**src/rtl/fir_th_pipe.sv**
```systemverilog
// Programmable-coefficient FIR filter with a registered threshold compare on its output.
// Define FIR_HYST_EN to put a hysteresis band of HYST below thresh on the compare result y.
module fir_th_pipe #(
    parameter int NTAPS = 9,
    parameter int XW    = 4,
    parameter int CW    = 4,
    parameter int HYST  = 2,
    localparam int AW   = $clog2(NTAPS),
    localparam int ACCW = XW + CW + $clog2(NTAPS)
) (
    input  logic            clk,
    input  logic            rst,
    input  logic            coef_we,
    input  logic [AW-1:0]   coef_addr,
    input  logic [CW-1:0]   coef_wdata,
    input  logic            in_valid,
    input  logic [XW-1:0]   x,
    input  logic [ACCW-1:0] thresh,
    output logic            out_valid,
    output logic [ACCW-1:0] acc,
    output logic            y
);
    localparam int PW = XW + CW;

    if (NTAPS < 2 || NTAPS > 32 || HYST < 0) begin : g_bad_param
        $error("fir_th_pipe: NTAPS must be 2..32 and HYST non-negative");
    end

    logic [XW-1:0]   tap_q  [NTAPS];
    logic [XW-1:0]   tap_d  [NTAPS];
    logic [CW-1:0]   coef_q [NTAPS];
    logic [CW-1:0]   coef_d [NTAPS];
    logic [PW-1:0]   p_q    [NTAPS];
    logic [PW-1:0]   p_d    [NTAPS];
    logic [ACCW-1:0] sum_q, sum_d;
    logic [ACCW-1:0] th0_q, th0_d, th1_q, th1_d, th2_q, th2_d;
    logic            v0_q, v0_d, v1_q, v1_d, v2_q, v2_d;
    logic [ACCW-1:0] acc_q, acc_d;
    logic            y_q, y_d;
    logic            out_valid_q, out_valid_d;
    logic            y_new;

    // Taps and coefficients; a write landing on the same edge as a sample is seen by it.
    always_comb begin
        tap_d  = tap_q;
        coef_d = coef_q;
        if (in_valid) begin
            tap_d[0] = x;
            for (int i = 1; i < NTAPS; i++) begin
                tap_d[i] = tap_q[i-1];
            end
        end
        for (int i = 0; i < NTAPS; i++) begin
            if (coef_we && coef_addr == AW'(i)) begin
                coef_d[i] = coef_wdata;
            end
        end
    end

    // Product, sum and output stages advance every cycle; the valid tag gates the output.
    always_comb begin
        for (int i = 0; i < NTAPS; i++) begin
            p_d[i] = PW'(coef_q[i]) * PW'(tap_q[i]);
        end
        sum_d = '0;
        for (int i = 0; i < NTAPS; i++) begin
            sum_d = sum_d + ACCW'(p_q[i]);
        end
        v0_d  = in_valid;
        th0_d = thresh;
        v1_d  = v0_q;
        th1_d = th0_q;
        v2_d  = v1_q;
        th2_d = th1_q;
    end

`ifdef FIR_HYST_EN
    localparam logic [ACCW-1:0] HYST_W = ACCW'(HYST);
    logic [ACCW-1:0] th_lo;

    always_comb begin
        th_lo = (th2_q > HYST_W) ? th2_q - HYST_W : '0;
        y_new = y_q;
        if (sum_q > th2_q) begin
            y_new = 1'b1;
        end else if (sum_q < th_lo) begin
            y_new = 1'b0;
        end
    end
`else
    always_comb begin
        y_new = sum_q > th2_q;
    end
`endif

    always_comb begin
        acc_d       = acc_q;
        y_d         = y_q;
        out_valid_d = v2_q;
        if (v2_q) begin
            acc_d = sum_q;
            y_d   = y_new;
        end
    end

    always_ff @(posedge clk or posedge rst) begin
        if (rst) begin
            tap_q       <= '{default: '0};
            coef_q      <= '{default: '0};
            p_q         <= '{default: '0};
            sum_q       <= '0;
            th0_q       <= '0;
            th1_q       <= '0;
            th2_q       <= '0;
            v0_q        <= 1'b0;
            v1_q        <= 1'b0;
            v2_q        <= 1'b0;
            acc_q       <= '0;
            y_q         <= 1'b0;
            out_valid_q <= 1'b0;
        end else begin
            tap_q       <= tap_d;
            coef_q      <= coef_d;
            p_q         <= p_d;
            sum_q       <= sum_d;
            th0_q       <= th0_d;
            th1_q       <= th1_d;
            th2_q       <= th2_d;
            v0_q        <= v0_d;
            v1_q        <= v1_d;
            v2_q        <= v2_d;
            acc_q       <= acc_d;
            y_q         <= y_d;
            out_valid_q <= out_valid_d;
        end
    end

    assign out_valid = out_valid_q;
    assign acc       = acc_q;
    assign y         = y_q;

endmodule

```
**config.mk**
```make
export PLATFORM = sky130hd
export DESIGN_NAME = fir_th_pipe
export DESIGN_NICKNAME = d
export VERILOG_FILES = /design/src/rtl/fir_th_pipe.sv
export SDC_FILE = /design/constraint.sdc
export NUM_CORES = 1
export LEC_CHECK = 0
export BUFFER_PORTS_ARGS = -buffer_cell sky130_fd_sc_hd__buf_2
export CELL_PAD_IN_SITES_DETAIL_PLACEMENT = 0
export CELL_PAD_IN_SITES_GLOBAL_PLACEMENT = 1
export CORE_UTILIZATION = 47
export CTS_CLUSTER_SIZE = 40
export DETAILED_ROUTE_END_ITERATION = 8
export GPL_TIMING_DRIVEN = 0
export PLACE_DENSITY = 0.84
export SLEW_MARGIN = 20
export SYNTH_ARGS = -nofsm -noshare
export SYNTH_HDL_FRONTEND = slang
export SYNTH_SLANG_ARGS = --single-unit
export TNS_END_PERCENT = 30
```
**constraint.sdc**
```tcl
create_clock -name clk -period 5.95 [get_ports clk]
set_clock_uncertainty 0.1 [all_clocks]
set_input_delay 0.2975 -clock clk [delete_from_list [all_inputs] [get_ports clk]]
set_output_delay 0.2975 -clock clk [all_outputs]
set_load 0.1 [all_outputs]
```
* Word level (Yosys, flattened, before mapping)
Index checks and enable logic that the tools add are counted.
** Operators by class
- Add/sub/neg operators :: 8
- Multiply operators :: 9
- $lt $le $gt $ge :: 1
- Equal/unequal tests :: 8
- Reductions and logical operators :: 10
** Operators with widths (number)
- 4-bit by 4-bit multiplier with 8-bit output :: 9
- 12-bit by 8-bit adder with 12-bit output :: 4
- 4-bit by 3-bit == test with 1-bit output (second input constant) :: 4
- 11-bit by 8-bit adder with 12-bit output :: 1
- 12-bit > comparator :: 1
- 10-bit by 8-bit adder with 11-bit output :: 1
- 9-bit by 8-bit adder with 10-bit output :: 1
- 8-bit by 8-bit adder with 9-bit output :: 1
- 1-bit logical AND :: 9
- 4-bit by 2-bit == test with 1-bit output (second input constant) :: 2
- 4-bit by 1-bit == test with 1-bit output (second input constant) :: 1
- 4-bit == test (second input constant) :: 1
- 4-bit zero test :: 1
** Storage, ports and cells
- Bits in registers :: 209
- Input port bits :: 28
- Output and inout port bits :: 14
- Logic and storage cells :: 73

* Depth between registers and ports, before layout
Gate-level depths: netlist (run 1).
- Depth in word-level cells :: 8
- Gate-level depth with buffers :: 14
- Mapped depth without buffers :: 14

* Worst setup path after synthesis (run 1)
Ideal clock, no wire load.
- Path kind :: reg-to-reg
- Start point :: register p_q[4] (netlist name)
- End point :: register sum_q[10]
- Library setup time :: 122 ps
- Arrival :: 3679 ps
- Required time :: 5728 ps
- Slack :: 2048 ps
- Cell stages (with the launch flop) :: 15
- Buffers on the path :: 0
- Period minus slack after synthesis :: 3902 ps
- Cell sequence :: dfrtp_1 inv_1 fa_1 inv_1 fa_1 fa_1 inv_1 fa_1 inv_1 ha_1 nor2b_1 o21bai_1 a21boi_1 o41a_1 xor2_1
** On the way
- Word-level cells in the longest chain between the ends :: 1
** Ends and longest elaborated chain
- start, declared :: RTL line 33 : logic [PW-1:0] p_q [NTAPS];
- start signal, assigned :: RTL line 124 : p_q <= p_d;
- 12-bit by 8-bit adder with 12-bit output :: RTL line 67 : sum_d = sum_d + ACCW'(p_q[i]);
- named net sum_d[10] :: RTL line 35 : logic [ACCW-1:0] sum_q, sum_d;
- end signal, assigned :: RTL line 125 : sum_q <= sum_d;
- end, declared :: RTL line 35
The timed path passes the listed nets, and every way through them passes these cells.
A chain may end at the register's enable or synchronous reset.

* Worst setup path in the final report (run 1)
- Start point :: register p_q[26] (netlist name)
- End point :: register sum_q[10]
** On the way
- Word-level cells in the longest chain between the ends :: 4
** Ends and longest elaborated chain (RTL line)
- 12-bit by 8-bit adder with 12-bit output (4 in a row) :: 67
- named net sum_d[10] :: 35
The timed path passes the listed nets, and every way through them passes these cells.

==> impl_metrics.yaml, run 1 <==
timing:
  tns_ns: 0
  fin_crit_sh_pct: 70.3
  finalCriticalPeriod_ns: 4.18
  rsz0062_at_grt: "false"
  relSlewSlack_pct: 51.1
  finalSetupViolCount: 0
  slew_violations: 0
  hold_violations: 0
  tightest_slew_ns: 0.732
  maxClockFrequency_ghz: 0.239
drt:
  num_vias: 6899
  drt_iter0_drc: 304
  postRouteAntennaNets: 0
  drc: 0
  dr.pass1.iters: 4
  wl_um: 22600
  wl_per_cell_um: 16.0
  routed_via_density: 4.87
clock_tree:
  clkLatencyLatePin_ns: 0.50
  clockRootBuffer: "clkbuf_16"
  clock_path_buffers: 3
  path_clk_slew_ns: 0.06
  cts_resized: 0
  cts.sinks: 209
  postCtsSetupRepairBufs: 0
  numCtsBuffers: 23
  tritoncts: "built"
  htreeDepth: 1
  cts_hold_buf: 18
finish:
  drive_above_1_share_pct: 16.5
  mostFrequentLayoutCell: "dfrtp_1"
  final_cell_mix: "dfrtp_1, inv_1, ha_1, fa_1, mux2_2"
  syn2layout_area_growth_pct: 14.2
  num_antenna_cells: 0
  finalNetCount: 1322
global_routing:
  grtUsageMet1_pct: 25.6
  grt_usage_pct: 18.7
  use_met2_pct: 31.2
  grt_pass1_vias: 7421
  grtUsageMet3_pct: 2.76
  grt_pass1_wl_um: 38400
  antenna_found_initial: 0
  grt_overflow: 0
  gr-max-usage-layer: "met2"
  grt_max_degree: 38
synthesis:
  syn_inst: 981
  syn-cell-area_um2: 12100
  synth_seq_area_share_pct: 43.3
  synthesis.nets: 1232
  syn_area_per_cell_um2: 12.3
  synth-warning-count: 0
  synth.distinct_cells: 37
  ys_ff_latch: 209
die:
  initial_utilization_pct: 47.9
  fp.dieW_um: 162
  die_y_um: 162
  rows: 58
  ioPinCount: 42
  coreArea_um2: 25200
  dieArea_um2: 26300
placement:
  gp_congestion: 0.787
  place.port_buffers: 41
  hpwlAfterDp_um: 17500
worst_setup_path:
  critical_path_class: "reg2reg"
  crit_fanout: 2
  critPathArrivalTime_ns: 4.51
  setup.worst_path.end_class: "flip-flop"
  required_ns: 6.28
  path_common_cell: "fa_1"
  critPathLaunchType: "flip-flop"
  worst_path_largest_cell_delay_ns: 0.60
  worst_path_max_delay_cell: "fa_1"
  worstPathCellList: "inv_1 > fa_1 > inv_1 > fa_1 > fa_1 > fa_1 > ha_1 > inv_1 > fa_1 > nor2b_1 > o21bai_1 > a21boi_1 > o41a_1 > xor2_1"
outcome:
  status: "finished clean"
worst_hold_path:
  min_path_type: "in2reg"
run:
  drv_cap: 0
cell families after synthesis:
family	share of synthesized area, %
adder cells (fa/ha/maj)	28.7
flip-flops	43.3
AND/OR/NAND/NOR	8.36
buffers and inverters	5.12
multiplexers	7.84
AO/OA/AOI/OAI	3.49
XOR/XNOR	3.12
metal layers:
| layer | up-vias | routed length (um) | share of wire [%] |
|---|---|---|---|
| li1 | 3329 | - | - |
| met1 | 3446 | 10300 | 46 |
| met2 | 87 | 11000 | 49 |
| met3 | 37 | 769 | 3.4 |
| met4 | 0 | 547 | 2.4 |
| met5 | - | 0 | 0 |
per-stage QoR:
step                hold WS, ns  util (%)  cell area (um^2)  worst slack (ns)  instances
floorplan                 0.229         -             12100              2.05        981
detailed placement        0.235      50.9             12800              1.74       1358
global placement          0.235      50.4             12700              1.68       1352
CTS                       0.153      54.7             13800              1.73       1416
finish                    0.172      54.7             13800              1.77       1416
global route              0.178      54.7             13800              1.51       1416
flip-flops by register name, indices dropped and copies added (netlist names), 12 cells and up:
register	flops
tap_q	36
th1_q	12
coef_q	36
acc	12
p_q	72
th0_q	12
sum_q	12
th2_q	12
cell type report:
| class | count | area, um^2 |
|---|---|---|
| Clock inverter | 8 | 121 |
| Inverter | 156 | 589 |
| Multi-Input combinational cell | 610 | 6220 |
| Sequential cell | 209 | 5230 |
| Buffer | 6 | 32.5 |
| Clock buffer | 32 | 659 |
| Fill cell | 2118 | 11400 |
| Timing Repair Buffer | 65 | 513 |
| Tap cell | 330 | 413 |
critical path: cells and delay by family, from the launching register on:
kind            cells  cell delay, ns
fa+ha+maj           6            2.74
flops               1            0.32
xor+xnor            1            0.14
compound gates      3            0.46
buf+inv             3            0.18
simple gates        1            0.18
cell usage after synthesis:
library cell | number | area share, %
o211ai_1 | 1 | 0.062
o21bai_1 | 10 | 0.62
o31a_1 | 1 | 0.073
o21ai_0 | 2 | 0.083
buf_4 | 1 | 0.062
nor3b_2 | 3 | 0.31
nand2_1 | 69 | 2.1
fa_1 | 90 | 15
nor4_1 | 2 | 0.10
buf_2 | 5 | 0.21
and3_1 | 1 | 0.052
o41a_1 | 1 | 0.093
xor2_1 | 11 | 0.80
a21oi_1 | 32 | 1.3
a21boi_1 | 1 | 0.062
a31oi_1 | 1 | 0.052
and2_1 | 81 | 4.2
o32ai_1 | 1 | 0.073
a21oi_2 | 1 | 0.073
nand3b_4 | 1 | 0.17
nor2b_1 | 3 | 0.16
xnor2_1 | 32 | 2.3
nor2_1 | 25 | 0.78
nand4_1 | 3 | 0.16
dfrtp_1 | 209 | 43
nand4b_1 | 1 | 0.073
o21a_1 | 1 | 0.062
mux2_2 | 84 | 7.8
nand3b_1 | 2 | 0.12
nand2b_1 | 1 | 0.052
a211oi_1 | 1 | 0.062
ha_1 | 133 | 14
o21ai_1 | 1 | 0.041
inv_1 | 156 | 4.9
a21o_1 | 11 | 0.68
o31ai_1 | 2 | 0.12
nor3_1 | 1 | 0.041
worst paths after layout:
kind,slack (ns),to,cells after the start,from
min in group asynchronous,0.39,th0_q[9]$_DFF_PP0_,3,rst
worst max-delay path,1.77,sum_q[10]$_DFF_PP0_,14,p_q[26]$_DFF_PP0_
max in group asynchronous,4.34,coef_q[0]$_DFFE_PP0P_,6,rst
worst min-delay path,0.17,coef_q[14]$_DFFE_PP0P_,3,coef_addr[1]
worst max register to register,1.77,sum_q[10]$_DFF_PP0_,14,p_q[26]$_DFF_PP0_
worst min register to register,0.24,th2_q[0]$_DFF_PP0_,0,th1_q[0]$_DFF_PP0_
Power of run 1 is not shown: default switching activity piles up to over one toggle a cycle in this logic, so the estimate is an artifact.
==> run 2: changes to the inputs <==
--- a/config.mk
+++ b/config.mk
@@ -5,10 +5,11 @@
 export SDC_FILE = /design/constraint.sdc
 export NUM_CORES = 1
 export LEC_CHECK = 0
+export ABC_AREA = 1
 export BUFFER_PORTS_ARGS = -buffer_cell sky130_fd_sc_hd__buf_2
 export CELL_PAD_IN_SITES_DETAIL_PLACEMENT = 0
 export CELL_PAD_IN_SITES_GLOBAL_PLACEMENT = 1
-export CORE_UTILIZATION = 47
+export CORE_UTILIZATION = 45
 export CTS_CLUSTER_SIZE = 40
 export DETAILED_ROUTE_END_ITERATION = 8
 export GPL_TIMING_DRIVEN = 0
==> constraint.sdc (replaced) <==
create_clock -name clk -period 3.61 [get_ports clk]
set_clock_uncertainty 0.1 [all_clocks]
set_input_delay 0.1805 -clock clk [delete_from_list [all_inputs] [get_ports clk]]
set_output_delay 0.1805 -clock clk [all_outputs]
set_load 0.1 [all_outputs]
==> impl_metrics.yaml, run 2 <==
clock_tree:
  htreeDepth: 1
  clockRootBuffer: "clkbuf_16"
  numCtsBuffers: 23
  cts.sinks: 209
  path_clk_slew_ns: 0.06
  clkLatencyLatePin_ns: 0.51
  clock_path_buffers: 3
  tritoncts: "built"
synthesis:
  synthFlopType: "dfrtp_1"
  synth_top_cell_by_area: "dfrtp_1"
  synth_commonest_cells: "nand2_1, inv_1, dfrtp_1, ha_1, fa_1"
  ys_ff_latch: 209
  synthesis.nets: 1531
  yosys-top-cells-area: "dfrtp_1, fa_1, ha_1, nand2_1, inv_1"
  yosysMostFrequentCell: "nand2_1"
  syn-cell-area_um2: 12400
  synth-warning-count: 0
  synth_seq_area_share_pct: 42.3
  syn_inst: 1280
  synth_edf_count: 0
  synth_top_area_share_pct: 42.3
  synth.distinct_cells: 25
  synthArstFlopShare_pct: 100
  syn_area_per_cell_um2: 9.67
worst_setup_path:
  rrSetupSlack_ns: -0.10
  path_common_cell: "fa_1"
  worst_path_max_delay_cell: "fa_1"
  r2r_cells: 14
  critPathLaunchType: "flip-flop"
  r2r-end: "sum_q[10]$_DFF_PP0_"
  critPathArrivalTime_ns: 4.06
  worstPathCellList: "inv_2 > fa_1 > inv_2 > fa_1 > fa_1 > fa_1 > ha_2 > inv_2 > fa_2 > o21ai_4 > nand3_2 > nand2_1 > nand2_1 > nand2_1"
  worst_path_largest_cell_delay_ns: 0.51
  setup.worst_path.end_class: "flip-flop"
  crit_fanout: 4
  critical_path_class: "reg2reg"
  timing.rr.start: "p_q[2]$_DFF_PP0_"
  required_ns: 3.96
die:
  die_y_um: 168
  ioPinCount: 42
  dieArea_um2: 28200
  initial_utilization_pct: 45.9
  coreArea_um2: 27000
  fp.dieW_um: 168
  rows: 60
timing:
  finalCriticalPeriod_ns: 3.71
  fin_crit_sh_pct: 103
  relSlewSlack_pct: 64.5
  maxClockFrequency_ghz: 0.270
  timing.hold.ws_ns: -0.00784
  finalSetupViolCount: 4
  hold_violations: 2
  tightest_slew_ns: 0.533
  layout_setup_ws_ns: -0.100
  rsz0062_at_grt: "true"
  slew_violations: 0
outcome:
  status: "finished, violations left"
  violations: "negative hold slack, negative setup slack"
finish:
  top_regs: "p_q x72, coef_q x36, tap_q x36"
  instances_no_fill: 1733
  mostFrequentLayoutCell: "nand2_1"
  largest_reg_flops: 72
  finalNetCount: 1626
  max_flop_register: "p_q"
  final_core_util_pct: 53.2
  final_cell_mix: "nand2_1, inv_1, dfrtp_1, ha_1, fa_1"
  drive_above_1_share_pct: 9.70
  syn2layout_area_growth_pct: 15.8
  num_antenna_cells: 0
drt:
  num_vias: 8119
  wl_um: 24300
  routed_via_density: 4.68
  drc: 0
  wl_per_cell_um: 14.0
  drt_iter0_drc: 388
  dr.pass1.iters: 5
  postRouteAntennaNets: 0
global_routing:
  grt_overflow: 0
  grt_max_degree: 36
  grt_pass1_wl_um: 40900
  antenna_found_initial: 0
  grt_pass1_vias: 8320
  grt_usage_pct: 18.3
placement:
  gp_congestion: 0.832
  place.port_buffers: 41
  hpwlAfterDp_um: 19200
  preCtsSetupSlack_ns: -0.373
  placedCellCount: 1668
worst_hold_path:
  hold_path.startpoint: "coef_wdata[3]"
  min_path_type: "in2reg"
  min_to: "coef_q[15]$_DFFE_PP0P_"
  hold_depth: 3
run:
  drv_cap: 0
[run 2: cells by family after synthesis]
| family | after synthesis | synth area share (%) |
|---|---|---|
| muxes | 4 | 0.364 |
| adders and majority gates | 223 | 28.0 |
| xor gates and xnor gates | 38 | 2.69 |
| and+or+nand+nor | 396 | 12.9 |
| buffers and inverters | 297 | 9.04 |
| DFF | 209 | 42.3 |
| AOI/OAI and AO/OA | 113 | 4.75 |
[run 2: timing repair]
item                                    4_1_cts  5_1_grt
gates cloned                                  0        0
hold buffers                                 19        0
pin swaps                                    14       19
endpoints found under the setup margin        8        8
buffers inserted                              3        1
hold endpoints to repair                     99        0
gates resized for setup                      21       12
[run 2: cell type report]
cell class                      instances  area (um^2)
Sequential cell                       209         5230
Tap cell                              341          427
Timing Repair Buffer                   70          549
Multi-Input combinational cell        774         6150
Fill cell                            2390        12600
Buffer                                  9         37.5
Clock buffer                           29          638
Clock inverter                         13          218
Inverter                              288         1080
[run 2: worst max-delay path: cells and delay by family (launching register included)]
family | cells | cell delay [ns]
and+or+nand+nor | 4 | 0.28
DFF | 1 | 0.41
buffers and inverters | 3 | 0.14
adders and majority gates | 6 | 2.49
AOI/OAI and AO/OA | 1 | 0.23
[run 2: how the worst max path moves through the flow]
stage / cells past startpoint / startpoint / slack [ns] / to
after floorplan: 13 / p_q[26]$_DFF_PP0_ / -0.10 / sum_q[10]$_DFF_PP0_
after global placement: 2 / rst / -0.48 / tap_q[35]$_DFFE_PP0P_
after detailed placement: 13 / p_q[2]$_DFF_PP0_ / -0.37 / sum_q[10]$_DFF_PP0_
after CTS: 14 / p_q[2]$_DFF_PP0_ / -0.17 / sum_q[10]$_DFF_PP0_
after global routing: 15 / p_q[4]$_DFF_PP0_ / -0.21 / sum_q[10]$_DFF_PP0_
final: 14 / p_q[2]$_DFF_PP0_ / -0.10 / sum_q[10]$_DFF_PP0_
[run 2: routing by layer]
layer | up-vias | part of all wire (%) | wire length, um | global-route usage (%)
met4 | 0 | 2.2 | 539 | 4.27
li1 | 4098 | - | - | -
met3 | 40 | 2.4 | 591 | 2.19
met5 | - | 0 | 0 | 0
met1 | 3870 | 49 | 11800 | 25.4
met2 | 111 | 47 | 11300 | 30.8
[run 2: metrics by stage]
| step | setup TNS, ns | cell area (um^2) |
|---|---|---|
| finish | -0.282 | 14300 |
| global route | -0.959 | 14300 |
| CTS | -0.507 | 14300 |
| detailed placement | -1.63 | 13100 |
| global placement | -96.48 | 13000 |
| floorplan | -0.209 | 12400 |
Power of run 2 is left out for the same reason.
